`src/rtl/afu_csr_pkg.sv`:
```
// rtl/afu_csr_pkg.sv - CSR indices, CCI-P MMIO slice types and write-merge helper for afu_csr
package afu_csr_pkg;

  typedef logic [14:0] t_csr_idx;

  localparam t_csr_idx CSR_DFH     = 15'd0;
  localparam t_csr_idx CSR_ID_L    = 15'd1;
  localparam t_csr_idx CSR_ID_H    = 15'd2;
  localparam t_csr_idx CSR_RSVD0   = 15'd3;
  localparam t_csr_idx CSR_RSVD1   = 15'd4;
  localparam t_csr_idx CSR_SCRATCH = 15'd5;
  localparam t_csr_idx CSR_CTRL    = 15'd6;
  localparam t_csr_idx CSR_STATUS  = 15'd7;
  localparam t_csr_idx CSR_ERROR   = 15'd8;
  localparam t_csr_idx CSR_CYCLE   = 15'd9;
  localparam int       CSR_NUM     = 10;

  localparam logic [63:0] AFU_DFH_DEFAULT = 64'h1000_0100_0000_0000;

  typedef struct packed {
    logic [15:0] address;
    logic [1:0]  length;
    logic        rsvd;
    logic [8:0]  tid;
  } t_ccip_c0_ReqMmioHdr;

  typedef struct packed {
    logic [8:0] tid;
  } t_ccip_c2_RspMmioHdr;

  typedef struct packed {
    t_ccip_c0_ReqMmioHdr hdr;
    logic [511:0]        data;
    logic                rspValid;
    logic                mmioRdValid;
    logic                mmioWrValid;
  } t_if_ccip_c0_Rx;

  typedef struct packed {
    logic           c0TxAlmFull;
    logic           c1TxAlmFull;
    t_if_ccip_c0_Rx c0;
  } t_if_ccip_Rx;

  typedef struct packed {
    t_ccip_c2_RspMmioHdr hdr;
    logic                mmioRdValid;
    logic [63:0]         data;
  } t_if_ccip_c2_Tx;

  // A 4 B write replaces only the addressed DWORD half; an 8 B write replaces all.
  function automatic logic [63:0] mergeWrite(input logic [63:0] old, input logic [63:0] wdata,
                                             input logic is8, input logic half);
    if (is8)       return wdata;
    else if (half) return {wdata[31:0], old[31:0]};
    else           return {old[63:32], wdata[31:0]};
  endfunction

endpackage

```
`src/rtl/afu_csr.sv`:
```
// rtl/afu_csr.sv - CCI-P MMIO CSR responder: DFH/ID, scratch, control, status, error and cycle registers
module afu_csr
  import afu_csr_pkg::*;
#(
  parameter logic [63:0] AFU_DFH  = AFU_DFH_DEFAULT,
  parameter logic [63:0] AFU_ID_L = 64'h0,
  parameter logic [63:0] AFU_ID_H = 64'h0
) (
  input  logic           pClk,
  input  logic           pck_cp2af_softReset_n,
  input  t_if_ccip_Rx    sRx,
  output t_if_ccip_c2_Tx c2Tx,
  output logic           ctrl_start,
  output logic [62:0]    ctrl_cfg,
  input  logic [63:0]    status,
  input  logic [63:0]    err_set,
  output logic [63:0]    err
);

  t_ccip_c0_ReqMmioHdr reqHdr;
  t_csr_idx            reqIdx;
  logic                reqHalf;
  logic                reqIs8;
  logic                reqLegal;
  logic                wrEn;
  logic [63:0]         wrData;
  logic [63:0]         ctrlMerged;
  logic [63:0]         errClr;
  logic                unusedRx;

  assign reqHdr   = sRx.c0.hdr;
  assign reqIdx   = reqHdr.address[15:1];
  assign reqHalf  = reqHdr.address[0];
  assign reqIs8   = (reqHdr.length == 2'd1);
  assign reqLegal = !(reqIs8 && reqHalf);
  assign wrEn     = sRx.c0.mmioWrValid && reqLegal;
  assign wrData   = sRx.c0.data[63:0];
  assign unusedRx = ^{sRx.c0TxAlmFull, sRx.c1TxAlmFull, sRx.c0.rspValid,
                      sRx.c0.data[511:64], reqHdr.rsvd};

  // CTRL bit0 is never stored, so it merges as 0 and only the incoming data can raise it.
  assign ctrlMerged = mergeWrite({ctrl_cfg, 1'b0}, wrData, reqIs8, reqHalf);
  assign errClr     = (wrEn && reqIdx == CSR_ERROR) ? mergeWrite(64'h0, wrData, reqIs8, reqHalf)
                                                    : 64'h0;

  logic [63:0] scratch;
  logic [63:0] cycleCnt;

  always_ff @(posedge pClk or negedge pck_cp2af_softReset_n) begin
    if (!pck_cp2af_softReset_n) begin
      scratch    <= 64'h0;
      ctrl_cfg   <= 63'h0;
      ctrl_start <= 1'b0;
      err        <= 64'h0;
      cycleCnt   <= 64'h0;
    end else begin
      if (wrEn && reqIdx == CSR_SCRATCH)
        scratch <= mergeWrite(scratch, wrData, reqIs8, reqHalf);
      if (wrEn && reqIdx == CSR_CTRL)
        ctrl_cfg <= ctrlMerged[63:1];
      ctrl_start <= wrEn && (reqIdx == CSR_CTRL) && ctrlMerged[0];
      err        <= (err & ~errClr) | err_set;
      if (wrEn && reqIdx == CSR_CYCLE)
        cycleCnt <= 64'h0;
      else
        cycleCnt <= cycleCnt + 64'd1;
    end
  end

  logic       rdValid1;
  logic [8:0] rdTid1;
  t_csr_idx   rdIdx1;
  logic       rdHalf1;
  logic       rdIs81;
  logic       rdZero1;

  always_ff @(posedge pClk or negedge pck_cp2af_softReset_n) begin
    if (!pck_cp2af_softReset_n) begin
      rdValid1 <= 1'b0;
      rdTid1   <= 9'h0;
      rdIdx1   <= '0;
      rdHalf1  <= 1'b0;
      rdIs81   <= 1'b0;
      rdZero1  <= 1'b0;
    end else begin
      rdValid1 <= sRx.c0.mmioRdValid;
      rdTid1   <= reqHdr.tid;
      rdIdx1   <= reqIdx;
      rdHalf1  <= reqHalf;
      rdIs81   <= reqIs8;
      rdZero1  <= !reqLegal || (reqIdx >= t_csr_idx'(CSR_NUM));
    end
  end

  logic [63:0] regVal;
  logic [63:0] rdData;

  always_comb begin
    regVal = 64'h0;
    case (rdIdx1)
      CSR_DFH:     regVal = AFU_DFH;
      CSR_ID_L:    regVal = AFU_ID_L;
      CSR_ID_H:    regVal = AFU_ID_H;
      CSR_SCRATCH: regVal = scratch;
      CSR_CTRL:    regVal = {ctrl_cfg, 1'b0};
      CSR_STATUS:  regVal = status;
      CSR_ERROR:   regVal = err;
      CSR_CYCLE:   regVal = cycleCnt;
      default:     regVal = 64'h0;
    endcase
  end

  always_comb begin
    rdData = 64'h0;
    if (rdZero1)
      rdData = 64'h0;
    else if (rdIs81)
      rdData = regVal;
    else if (rdHalf1)
      rdData = {32'h0, regVal[63:32]};
    else
      rdData = {32'h0, regVal[31:0]};
  end

  always_ff @(posedge pClk or negedge pck_cp2af_softReset_n) begin
    if (!pck_cp2af_softReset_n) begin
      c2Tx <= '0;
    end else begin
      c2Tx.mmioRdValid <= rdValid1;
      c2Tx.hdr.tid     <= rdTid1;
      c2Tx.data        <= rdData;
    end
  end

endmodule

```
`config.mk`:
```
export PLATFORM = sky130hd
export DESIGN_NAME = afu_csr
export DESIGN_NICKNAME = d
export VERILOG_FILES = /design/src/rtl/afu_csr_pkg.sv /design/src/rtl/afu_csr.sv
export SDC_FILE = /design/constraint.sdc
export NUM_CORES = 1
export LEC_CHECK = 0
export ABC_AREA = 1
export BUFFER_PORTS_ARGS = -buffer_cell sky130_fd_sc_hd__buf_2
export CORE_AREA = 2 2 345 347
export CTS_CLUSTER_SIZE = 25
export DETAILED_ROUTE_END_ITERATION = 12
export DIE_AREA = 0 0 347 349
export PLACE_DENSITY = 0.39
export RECOVER_POWER = 25
export SLEW_MARGIN = 25
export SYNTH_ARGS = -nofsm -noshare
export SYNTH_HDL_FRONTEND = slang
export SYNTH_SLANG_ARGS = --single-unit
```
`constraint.sdc`:
```
create_clock -name pClk -period 1.7 [get_ports pClk]
set_input_delay 0.255 -clock pClk [delete_from_list [all_inputs] [get_ports pClk]]
set_output_delay 0.255 -clock pClk [all_outputs]
set_load 0.05 [all_outputs]
```
# Word-level counts from Yosys, hierarchy flattened
# Index checks and enable logic that the tools add are counted.
# totals
rom_bits	0
register_bits	358
ramBits	0
input_bits	675
latch_bits	0
memories	0
# op_classes
div_mod_pow	0
multipliers	0
shift	0
reduce_logical	15
bitwise_logic	3
n_eq_ne	11
order_cmp	1
addsub	1
muxes	12
# ops
operator	count
$mux W64	10
$pmux W64 S6	1
$eq A15 B3 Y1 const B	5
$add A64 B1 Y64 const B	1
$and A64 B64 Y64	1
$not A64 Y64	1
$or A64 B64 Y64	1
$eq A15 B4 Y1 const B	4
$mux W32	1
$ge A15 B4 Y1 const B	1
$logic_not A15 Y1	1
$reduce_and A2 Y1	4
$logic_and A1 B1 Y1	7
$eq A2 B1 Y1 const B	1
$ne A2 B1 Y1 const B	1
$reduce_bool A2 Y1	1
$logic_not A1 Y1	1
$logic_or A1 B1 Y1	1

# Longest topological paths before layout
# Gate-level depths: netlist of run 1.
# logic_depth
ltp_word	9
ltp_mapped	13

# Worst setup path before layout of run 1
# OpenSTA, ideal clock, no wires.
# synth_timing
path_kind	flip-flop to flip-flop
from	register rdIdx1[13]
to	register c2Tx[27] in the netlist's numbering
t_required_ps	1629
path_stages_with_launch	11
arrival_ps	1558
slack_ps	71
period_less_slack_ps	1629
setup_ps	71
path_cell_list	dfrtp_1 -> nor2_1 -> nand2_1 -> nor2_4 -> buf_4 -> buf_4 -> buf_2 -> nand4_1 -> o211ai_1 -> nor3_1 -> nor2_1
# synth_via
elab_chain_cells	5
word_cells_on_any_way	10
classes_between	eq/ne: 5; mux: 4; reduce/logical: 1
# synth_lines
item	line	source
start, declared	afu_csr.sv:72	t_csr_idx rdIdx1;
start signal, assigned	afu_csr.sv:88	rdIdx1 <= reqIdx;
$eq A15 B4 Y1, or another cell as far along	afu_csr.sv:100	case (rdIdx1)
$pmux W64 S6 (*)	afu_csr.sv:100	
$mux W32	afu_csr.sv:119	else if (rdHalf1)
$mux W64 (*)	afu_csr.sv:117	else if (rdIs81)
$mux W64 (*)	afu_csr.sv:115	if (rdZero1)
via rdData[27]	afu_csr.sv:96	logic [63:0] rdData;
end, declared	afu_csr.sv:12	output t_if_ccip_c2_Tx c2Tx,
# Mark *: on every way through the listed nets, which the timed path passes. The rest lies on a longest branch.
# A chain may end at the register's enable or synchronous reset.

# Final worst setup path of run 1
# layout_timing
from	register rdIdx1[13]
to	register c2Tx[15] in the netlist's numbering
# Same word-level chain as after synthesis.

==> results.md, run 1 <==
- Status: complete, but fails checks
- Violated checks: negative setup slack
- Largest net degree at the start of global routing: 63
- DRT iter0 DRCs: 1364
- Tcrit/Tclk final: 118%
- Hold Fails Final Rpt: 0
- Residual DRC count: 0
- # IOs: 877
- Sequential area share after synthesis: between 40% and 50%
- Syn Area/Cell: 7.71 um^2
- F_max: ~0.5 GHz
- CTS Sinks: 358
- # placed instances: 4536
- Worst-Margin Slew: 1.09 ns
- Internal reg-to-reg setup slack: -0.31 ns
- Most common cell after layout, fill and taps aside: nand2_1
- Finish-stage setup viols: 192
- Post-Layout Cell Count: 4800
- Die area: 121000 um^2
- Reg2reg end: c2Tx[15]
- Vias per Instance: 4.14
- Area of the multi-input gates: 8180 um^2
- Total number of vias: 19850
- Max clock buf depth: 3
- Post-synth EDFFs: 0
- Gr ovfl total: 0
- WP data arrival: 2.53 ns
- CP Launch Type: register
- HPWL Detailed: between 90 and 100 mm
- Global Route Usage Sum: 18.4%
- CP Class: reg -> reg
- Final worst setup slack: -0.306 ns
- Worst Clk Skew: around 0.03 ns
- CP max FO: 12
- CTS root buf: clkbuf_16
- CP required: 2.23 ns
- Height of the die: 349 um
- DR pass1 iterations: 5
- Mapped Area: 18000 um^2
- Filler Cell Count: 13068
- DR WL/cell: 23.7 um
- Max Slew Vio Count: 0
- Crit path time final: between 2 and 2.5 ns
- Post-synthesis register bit count: 358
- Async SR Flop Fraction: 100%
- Netlist cell types: 36
- Final instance area: 29000 um^2
- Pwr dens: between 700 and 800 nW/um^2
- Htree depth: 2
- Unrepaired setup endpoints after global routing: true
- Critical Path Sink: c2Tx[15]
- Register area: roughly 9000 um^2
- Max VDD drop: approximately 0.00063 V
- Fraction of layout cells with a size suffix above 1: 33.3%
- Critical R2R Launch: rdIdx1[13]
- Leak pwr: 13.8 nW
- Vias in the first global route: 20106
- Fin nets: roughly 3900
- Synthesized instance count: 2331
- Initial Util: 15.3%
- Worst r2r path cells: 12
- First-pass GRT wire length: 157 mm
- Worst skew pair latency: approximately 0.61 ns
- Most frequent cells in the layout: nand2_1 (532), buf_2 (414), dfrtp_1 (353), inv_1 (291), buf_4 (277)
- Number of antenna violations at the first check in global routing: 66
- Fin util: 24.7%
- Max Cap Viol: 0
- CTS tree: yes
- Critical Path Sink Type: register
- WL final: 114 mm
- Max_slew headroom: 27.6%
- Place WS: -0.722 ns
- Worst min-delay path category: in -> reg
- Area of the core: around 120000 um^2
- Hold WS: 0.0228 ns
- Crit path launch: rdIdx1[13]
- Die X: 347 um
- Mapped Nets: 3007
- Primary FF master, synth: dfrtp_1
- Port Buffer Count: 424
- Area after DPL: roughly 25000 um^2
- Post-route ant nets: 0
- Final GP Congestion: 0.917
- Area grow syn2layout: 61.7%
- Placement Rows: approximately 130
- Total CTS buffers: just under 50
- Ys Warns: 0
- Clock slew seen by the registers of the worst setup and hold paths: about 0.06 ns
-- per-layer routing --
metal / global-route usage [%] / vias to the layer above / share of wire (%)
met5: 0 / - / 0.18
met4: 5.27 / 34 / 2.4
met3: 6.63 / 151 / 9.7
met2: 26.4 / 735 / 41
met1: 25.6 / 9593 / 47
li1: - / 9337 / -
-- Yosys cell counts (all sizes together), types with 6 or more instances --
cell | count | share of area [%]
nor2 | 283 | 6.2
xor2 | 29 | 1.4
buf | 54 | 1.6
o211ai | 10 | 0.42
o21bai | 12 | 0.50
a21oi | 39 | 1.1
clkbuf | 58 | 1.2
o21ai | 256 | 7.1
a22o | 31 | 1.5
nor3 | 59 | 1.8
nand3b | 19 | 0.79
dfrtp | 358 | 50
nand3 | 104 | 3.0
inv | 304 | 6.4
xnor2 | 6 | 0.29
nand4 | 128 | 4.5
nand2 | 563 | 12
-- metrics by stage --
step           TNS [ns]  total power [mW]
2_1_floorplan         0              9.29
3_3_place_gp     -59.32              10.6
3_5_place_dp     -58.70              10.6
4_1_cts          -11.80              22.0
5_1_grt          -67.50              22.5
6_report         -21.01              21.7
-- worst min path at each step --
stage	start	slack (ns)	cells past startpoint	endpoint
after floorplan	pck_cp2af_softReset_n	-0.04	0	c2Tx[0]
after global placement	pck_cp2af_softReset_n	0.16	1	ctrl_cfg[46]
after detailed placement	pck_cp2af_softReset_n	0.16	1	ctrl_cfg[46]
after CTS	sRx[3]	0.0006	3	scratch[0]
after global routing	sRx[15]	0.02	3	ctrl_cfg[11]
final	sRx[3]	0.02	3	scratch[0]
-- sequential cells by signal (all words and copies together), names as in the netlist --
register    flops
c2Tx           74
cycleCnt       64
err            64
scratch        64
ctrl_cfg       63
rdIdx1         15
rdTid1          9
ctrl_start      1
rdHalf1         1
rdIs81          1
rdValid1        1
rdZero1         1
-- cell families (layout without fill, tap and decap cells) --
family / count (synthesis) / in the layout / synth area share (%)
DFF: 358 / 358 / 49.9
AOI/OAI and AO/OA: 355 / 355 / 10.9
other: 0 / 26 / 0
and+or+nand+nor: 1163 / 1163 / 28.3
xor gates and xnor gates: 35 / 35 / 1.71
buffers and inverters: 419 / 1326 / 9.19
adders and majority gates: 1 / 1 / 0.0696
-- power by group --
group	switching [mW]	internal, mW
logic	1.23	0.870
registers	0.0506	8.61
clock network	4.30	6.68
total	5.58	16.2
-- worst max-delay path, cell delays in order, from the launching register on --
cell and delay [ns]:
dfrtp_1 0.36, nor2_1 0.11, nand2_1 0.09, nor2_4 0.13, buf_12 0.16, buf_6 0.17, buf_12 0.15, nand3_2 0.10
nand2_1 0.08, a21oi_1 0.04, nand3b_1 0.31, nand2_1 0.11, nor2_1 0.10
-- timing repair --
action / CTS / global route
setup buffers: 24 / 6
resized for setup: 187 / 100
pin swaps: 32 / 20
endpoints found under the setup margin: 109 / 175
hold buffers: 119 / 0
hold endpoints to repair: 377 / 0
cloned: 1 / 1
-- final cells by class --
class,count,share of cell area (%)
flip-flops and latches,358,30.9
multi-input cells,1554,28.2
repair buffers,930,24.3
well taps,1536,6.62
clock buffers,68,4.99
inverters,307,4.01
clock inverters,20,0.806
diodes,26,0.224
repair inverters,1,0.0215
Power figures use the tool's default switching activity.
==> inputs of run 2 (changes only) <==
--- a/config.mk
+++ b/config.mk
@@ -6,13 +6,14 @@
 export NUM_CORES = 1
 export LEC_CHECK = 0
 export ABC_AREA = 1
-export BUFFER_PORTS_ARGS = -buffer_cell sky130_fd_sc_hd__buf_2
-export CORE_AREA = 2 2 345 347
+export CORE_AREA = 2 2 340 342
 export CTS_CLUSTER_SIZE = 25
 export DETAILED_ROUTE_END_ITERATION = 12
-export DIE_AREA = 0 0 347 349
-export PLACE_DENSITY = 0.39
+export DIE_AREA = 0 0 342 344
+export DONT_BUFFER_PORTS = 1
+export PLACE_DENSITY = 0.33
 export RECOVER_POWER = 25
+export SETUP_SLACK_MARGIN = 0.1
 export SLEW_MARGIN = 25
 export SYNTH_ARGS = -nofsm -noshare
 export SYNTH_HDL_FRONTEND = slang
==> run 2 against run 1 <==
Effect of this change:
- total power grew 0.88%
- setup slack got worse by 0.095 ns
- the flow finishes with violations (max-capacitance violations, max-slew violations, negative setup slack)
- count of clock-buffer cells in the layout up 1
- critical path type unchanged
- sequential share of layout area decreased by 1.1 points
- cell area increased by 4.3%
==> results.md, run 2 (synthesized netlist as in run 1, its figures left out) <==
- Status: complete, but fails checks
- Violated checks: max-capacitance violations, max-slew violations, negative setup slack
- Port Buffer Count: 0
- First-pass GRT wire length: 158 mm
- Worst-Margin Slew: 1.76 ns
- # IOs: 877
- Filler Cell Count: 12481
- Vias per Instance: 4.21
- CP required: around 2.2 ns
- Number of antenna violations at the first check in global routing: 56
- Critical Path, Cell by Cell: nor2_1, nand2_1, nor2_4, buf_6, buf_12, nand2_2, nand3_2, nor2_4, nor2_8, buf_12, buf_12, buf_12, nand2_1, o21ai_1
- Total CTS buffers: 49
- Most flops, register: c2Tx
- F_max: 0.476 GHz
- WL final: 118 mm
- Critical Path Sink Type: register
- Worst min-delay path category: in -> reg
- Area grow syn2layout: 68.6%
- Max Slew Vio Count: 198
- Pwr dens: 724 nW/um^2
- Die X: 342 um
- Largest net degree at the start of global routing: ~360
- Gr ovfl total: 0
- Register area: 9000 um^2
- Crit-path max cell delay: between 0.3 and 0.4 ns
- Fin util: 26.6%
- Worst Clk Skew: 0.0424 ns
- Total number of vias: 19201
- DR pass1 iterations: 5
- DR WL/cell: 25.8 um
- Clock slew seen by the registers of the worst setup and hold paths: 0.06 ns
- Initial Util: 15.8%
- CP most frequent cell: buf_12
- Crit path time final: 2.10 ns
- Finish-stage setup viols: 247
- HPWL Detailed: 90.0 mm
- Tcrit/Tclk final: 124%
- Fin nets: 3672
- Max VDD drop: 0.000660 V
- Leak pwr: 13.6 nW
- Most frequent cells in the layout: nand2_1 (466), buf_4 (405), dfrtp_1 (324), inv_1 (276), o21ai_0 (217)
- Hold Fails Final Rpt: 0
- WP data arrival: 2.64 ns
- CTS root buf: clkbuf_16
- Htree depth: 2
- Final GP Congestion: around 0.92
- Vias in the first global route: 19426
- CP max stage cell: dfrtp_1
- Die area: 118000 um^2
- Area of the multi-input gates: 9190 um^2
- CTS Sinks: 358
- Placement Rows: 124
- Final worst setup slack: -0.400 ns
- CTS tree: yes
- Post-route ant nets: 0
- Worst skew pair latency: 0.63 ns
- Max clock buf depth: 3
- Most common cell after layout, fill and taps aside: nand2_1
- Unrepaired setup endpoints after global routing: true
- CP Class: reg -> reg
- Height of the die: about 340 um
- Area of the core: 114000 um^2
- CP Launch Type: register
- Global Route Usage Sum: 19.3%
- Max Cap Viol: 1
- CP max FO: 7
- Max_slew headroom: -17.3%
- Residual DRC count: 0
- Number of flip-flops under the largest register name: between 70 and 80
- DRT iter0 DRCs: 1297
- Setup TNS: -41.54 ns
- Fraction of layout cells with a size suffix above 1: between 30% and 40%
[run 2: cell types whose count changed in the layout (fill, tap and decap cells not counted), moves of 24 or more]
cell,delta
dfrtp_2,+29
nand2_1,-66
nor2_4,+24
buf_4,+128
buf_2,-413
dfrtp_1,-29
nand2_2,+44
nand3_1,-29
dlygate4sd3_1,+38
nor2_1,-42
buf_6,+44
[run 2: worst max-delay path: cells and delay by family (launching register included)]
kind                   cells  cell delay (ns)
buffers and inverters      5             0.65
DFF                        1             0.36
and+or+nand+nor            8             0.85
AOI/OAI and AO/OA          1             0.14
[run 2: worst paths after layout]
check | start | endpoint | slack (ns) | cells after the start
min | status[37] | c2Tx[37] | 0.006 | 4
max in group asynchronous | pck_cp2af_softReset_n | cycleCnt[53] | -0.11 | 3
min reg2reg | rdTid1[4] | c2Tx[69] | 0.34 | 0
min in group asynchronous | pck_cp2af_softReset_n | cycleCnt[56] | 0.22 | 2
max | rdIdx1[8] | c2Tx[29] | -0.40 | 14
max reg2reg | rdIdx1[8] | c2Tx[29] | -0.40 | 14
[run 2: area by class of cell]
type | instances | area share (%)
Multi-Input combinational cell | 1554 | 30.4
Sequential cell | 358 | 29.7
Timing Repair Buffer | 726 | 23.9
Tap cell | 1512 | 6.25
Clock buffer | 69 | 4.63
Inverter | 307 | 3.95
Clock inverter | 21 | 1.10
Antenna cell | 15 | 0.124
[run 2: stage by stage]
step	setup slack, ns	instances	hold slack, ns	power, mW	cell area (um^2)
floorplan	0.0902	2331	-0.0406	9.30	18000
global placement	-0.837	4187	-0.0225	9.91	23300
detailed placement	-0.873	4187	0.0185	9.91	23300
CTS	-0.414	4519	-0.643	22.0	29000
global route	-0.556	4552	0.0216	22.8	30300
finish	-0.400	4562	0.00556	21.9	30300
[run 2: repair_timing]
action | CTS | global route
pin swaps | 111 | 135
buffers inserted | 81 | 24
gates cloned | 11 | 6
setup endpoints to repair | 148 | 199
hold endpoints to repair | 558 | 231
hold buffers | 155 | 7
gates resized for setup | 435 | 240
[run 2: routing by layer]
metal	wire length [um]	track usage (%)
met3	9900	5.96
met4	2400	3.34
met5	176	0
met2	51100	29.7
met1	54100	26.7
[run 2: report_power, final]
group	switching, mW	internal [mW]
registers	0.125	8.61
logic	1.10	0.732
clock network	4.52	6.84
total	5.74	16.2
==> inputs of run 3 (changes only) <==
--- a/config.mk
+++ b/config.mk
@@ -11,7 +11,7 @@
 export DETAILED_ROUTE_END_ITERATION = 12
 export DIE_AREA = 0 0 342 344
 export DONT_BUFFER_PORTS = 1
-export PLACE_DENSITY = 0.33
+export PLACE_DENSITY_LB_ADDON = 0.1
 export RECOVER_POWER = 25
 export SETUP_SLACK_MARGIN = 0.1
 export SLEW_MARGIN = 25
==> run 3 against run 2 <==
Effect of this change:
- the flow finishes with violations (negative hold slack, negative setup slack)
- cell area rose by 1.8%
- clock power about the same
- flip-flop and latch count did not move
- via count increased by 2.1%
- sequential share of layout area is 0.36 points lower
- non-clock buffer count up 44
- worst hold slack lost 0.64 ns
- cell count grew 1.2%
- setup slack improved by 0.11 ns
- critical endpoint is now c2Tx[33]
==> results.md, run 3 (synthesized netlist as in run 1, its figures left out) <==
- Total internal power: 15.9 mW
- CTS root buf: clkbuf_16
- Htree depth: 2
- Initial Util: 15.8%
- WP data arrival: ~2.6 ns
- Vias per Instance: 4.25
- DR pass1 iterations: 7
- CP required: 2.28 ns
- Clock slew seen by the registers of the worst setup and hold paths: 0.06 ns
- Area grow syn2layout: 71.6%
- Area of the core: 114000 um^2
- WL final: 124 mm
- Worst r2r path cells: 14
- Max_slew headroom: 9.75%
- Psw: 5.67 mW
- Max VDD drop: 0.000635 V
- Residual DRC count: 0
- Sequential power share: 40.5%
- CP max stage cell: dfrtp_1
- Most flops, register: c2Tx
- Critical Path, Cell by Cell: nor2_1, nand2_1, nor2_4, buf_12, buf_8, nand3_4, inv_4, buf_12, buf_12, nand2_4, o211ai_1, nor2_1, nor2_1, buf_4
- CP max FO: 7
- Setup TNS: -14.66 ns
- Critical R2R Launch: rdIdx1[8]
- Leak pwr: approximately 14 nW
- Hold Fails Final Rpt: 358
- Unrepaired setup endpoints after global routing: true
- Fin nets: 3718
- Port Buffer Count: 0
- F_max: 0.502 GHz
- Internal reg-to-reg setup slack: -0.29 ns
- Power share of the clock group: around 52%
- Die area: 118000 um^2
- Worst skew pair latency: 0.66 ns
- Vias in the first global route: 19846
- CTS tree: yes
- # IOs: a little under 900
- Total number of vias: 19604
- Reg2reg end: c2Tx[33]
- Final worst setup slack: -0.294 ns
- Fraction of layout cells with a size suffix above 1: 37.6%
- Worst min-delay path category: in -> async
- DR WL/cell: between 20 and 30 um
- Sw Ratio: 26.3%
- Max Slew Vio Count: 0
- Height of the die: ~340 um
- Pwr dens: 698 nW/um^2
- CTS Sinks: 358
- Status: complete, but fails checks
- Critical Path Sink Type: register
- Max clock buf depth: 3
- CP Launch Type: register
- Most common cell after layout, fill and taps aside: nand2_1
- Total CTS buffers: 51
- HPWL Detailed: a little over 90 mm
- Finish-stage setup viols: 85
- Most frequent cells in the layout: nand2_1 (451), buf_4 (427), dfrtp_1 (288), inv_1 (273), o21ai_0 (188)
- Number of antenna violations at the first check in global routing: 60
- Crit-path max cell delay: 0.36 ns
- Violated checks: negative hold slack, negative setup slack
- # placed instances: 4209
- Max Cap Viol: 0
- Largest net degree at the start of global routing: about 360
- Post-route ant nets: 0
- Gr ovfl total: 0
- DRT iter0 DRCs: 1241
- First-pass GRT wire length: roughly 160 mm
- Number of flip-flops under the largest register name: 74
- Comb power frac: 7.6%
- Crit path time final: around 2.0 ns
- Placement Rows: 124
- Tcrit/Tclk final: 117%
- Post-Layout Cell Count: 4616
- Worst-Margin Slew: 1.35 ns
- Die X: about 340 um
- Worst Clk Skew: 0.0422 ns
- CP Class: reg -> reg
- Final GP Congestion: 0.853
- Hold WS: -0.633 ns
- Global Route Usage Sum: roughly a fifth
==> run 3: cell count changes in the layout (fill, tap and decap cells not counted), moves of 15 or more <==
| cell | previous run | this run |
|---|---|---|
| dfrtp_2 | 34 | 68 |
| buf_6 | 73 | 104 |
| nand2_1 | 466 | 451 |
| nand2_4 | 26 | 46 |
| o21ai_1 | 19 | 36 |
| buf_4 | 405 | 427 |
| dfrtp_1 | 324 | 288 |
| o21ai_0 | 217 | 188 |
==> run 3: cell type report <==
cell class                 count  area [um^2]
antenna                       20         50.0
fill                       12453        83100
clock buffer                  74         1490
sequential                   358         9050
tap                         1512         1890
clock inverter                21          206
timing repair buffer         770         7580
inverter                     307         1190
multi-input combinational   1554         9370
==> run 3: worst max-delay path by stage <==
stage	start	end	cells past startpoint
4_1_cts	rdIdx1[12]	c2Tx[33]	14
3_5_place_dp	rdIdx1[9]	c2Tx[20]	11
3_3_place_gp	rdIdx1[11]	c2Tx[20]	11
2_1_floorplan	rdIdx1[11]	c2Tx[60]	10
6_report	rdIdx1[8]	c2Tx[33]	14
5_1_grt	rdIdx1[8]	c2Tx[33]	14
==> run 3: metrics by stage <==
stage          util, %  power [mW]  hold slack [ns]  setup slack [ns]  cell area (um^2)
2_1_floorplan        -        9.30          -0.0406            0.0902             18000
4_1_cts           25.4        21.8           -0.751            -0.296             28900
5_1_grt           27.0        22.4           -0.691            -0.432             30800
3_5_place_dp      20.6        9.89         -0.00590            -0.735             23400
3_3_place_gp      20.6        9.89         -0.00705            -0.712             23400
6_report          27.1        21.5           -0.633            -0.294             30800
==> run 3: critical path: cells and delay by family (launching register included) <==
| family | cells | cell delay, ns |
|---|---|---|
| buffers and inverters | 6 | 0.74 |
| and+or+nand+nor | 7 | 0.67 |
| DFF | 1 | 0.36 |
| AOI/OAI and AO/OA | 1 | 0.11 |
==> run 3: power by group through the flow <==
| stage | sequential [mW] | combinational, mW | clock, mW |
|---|---|---|---|
| after detailed placement | 8.86 | 1.03 | 0 |
| after global placement | 8.86 | 1.03 | 0 |
| after floorplan | 8.86 | 0.435 | 0 |
| final | 8.72 | 1.63 | 11.2 |
| after global routing | 8.72 | 1.74 | 11.9 |
| after CTS | 8.71 | 1.53 | 11.6 |
==> run 3: routing by layer <==
layer / vias to the layer above / global-route usage, % / wire length, um
met5: - / 0 / 147
met4: 24 / 5.81 / 3980
met1: 9631 / 25.4 / 52400
met2: 711 / 32.8 / 57100
met3: 182 / 6.09 / 10300
li1: 9056 / - / -
==> run 3: timing repair <==
| action | 4_1_cts | 5_1_grt |
|---|---|---|
| hold buffers | 160 | 4 |
| buffers inserted | 84 | 44 |
| pin swaps | 99 | 156 |
| hold endpoints to repair | 573 | 362 |
| endpoints found under the setup margin | 188 | 293 |
| gates cloned | 5 | 14 |
| resized for setup | 412 | 392 |
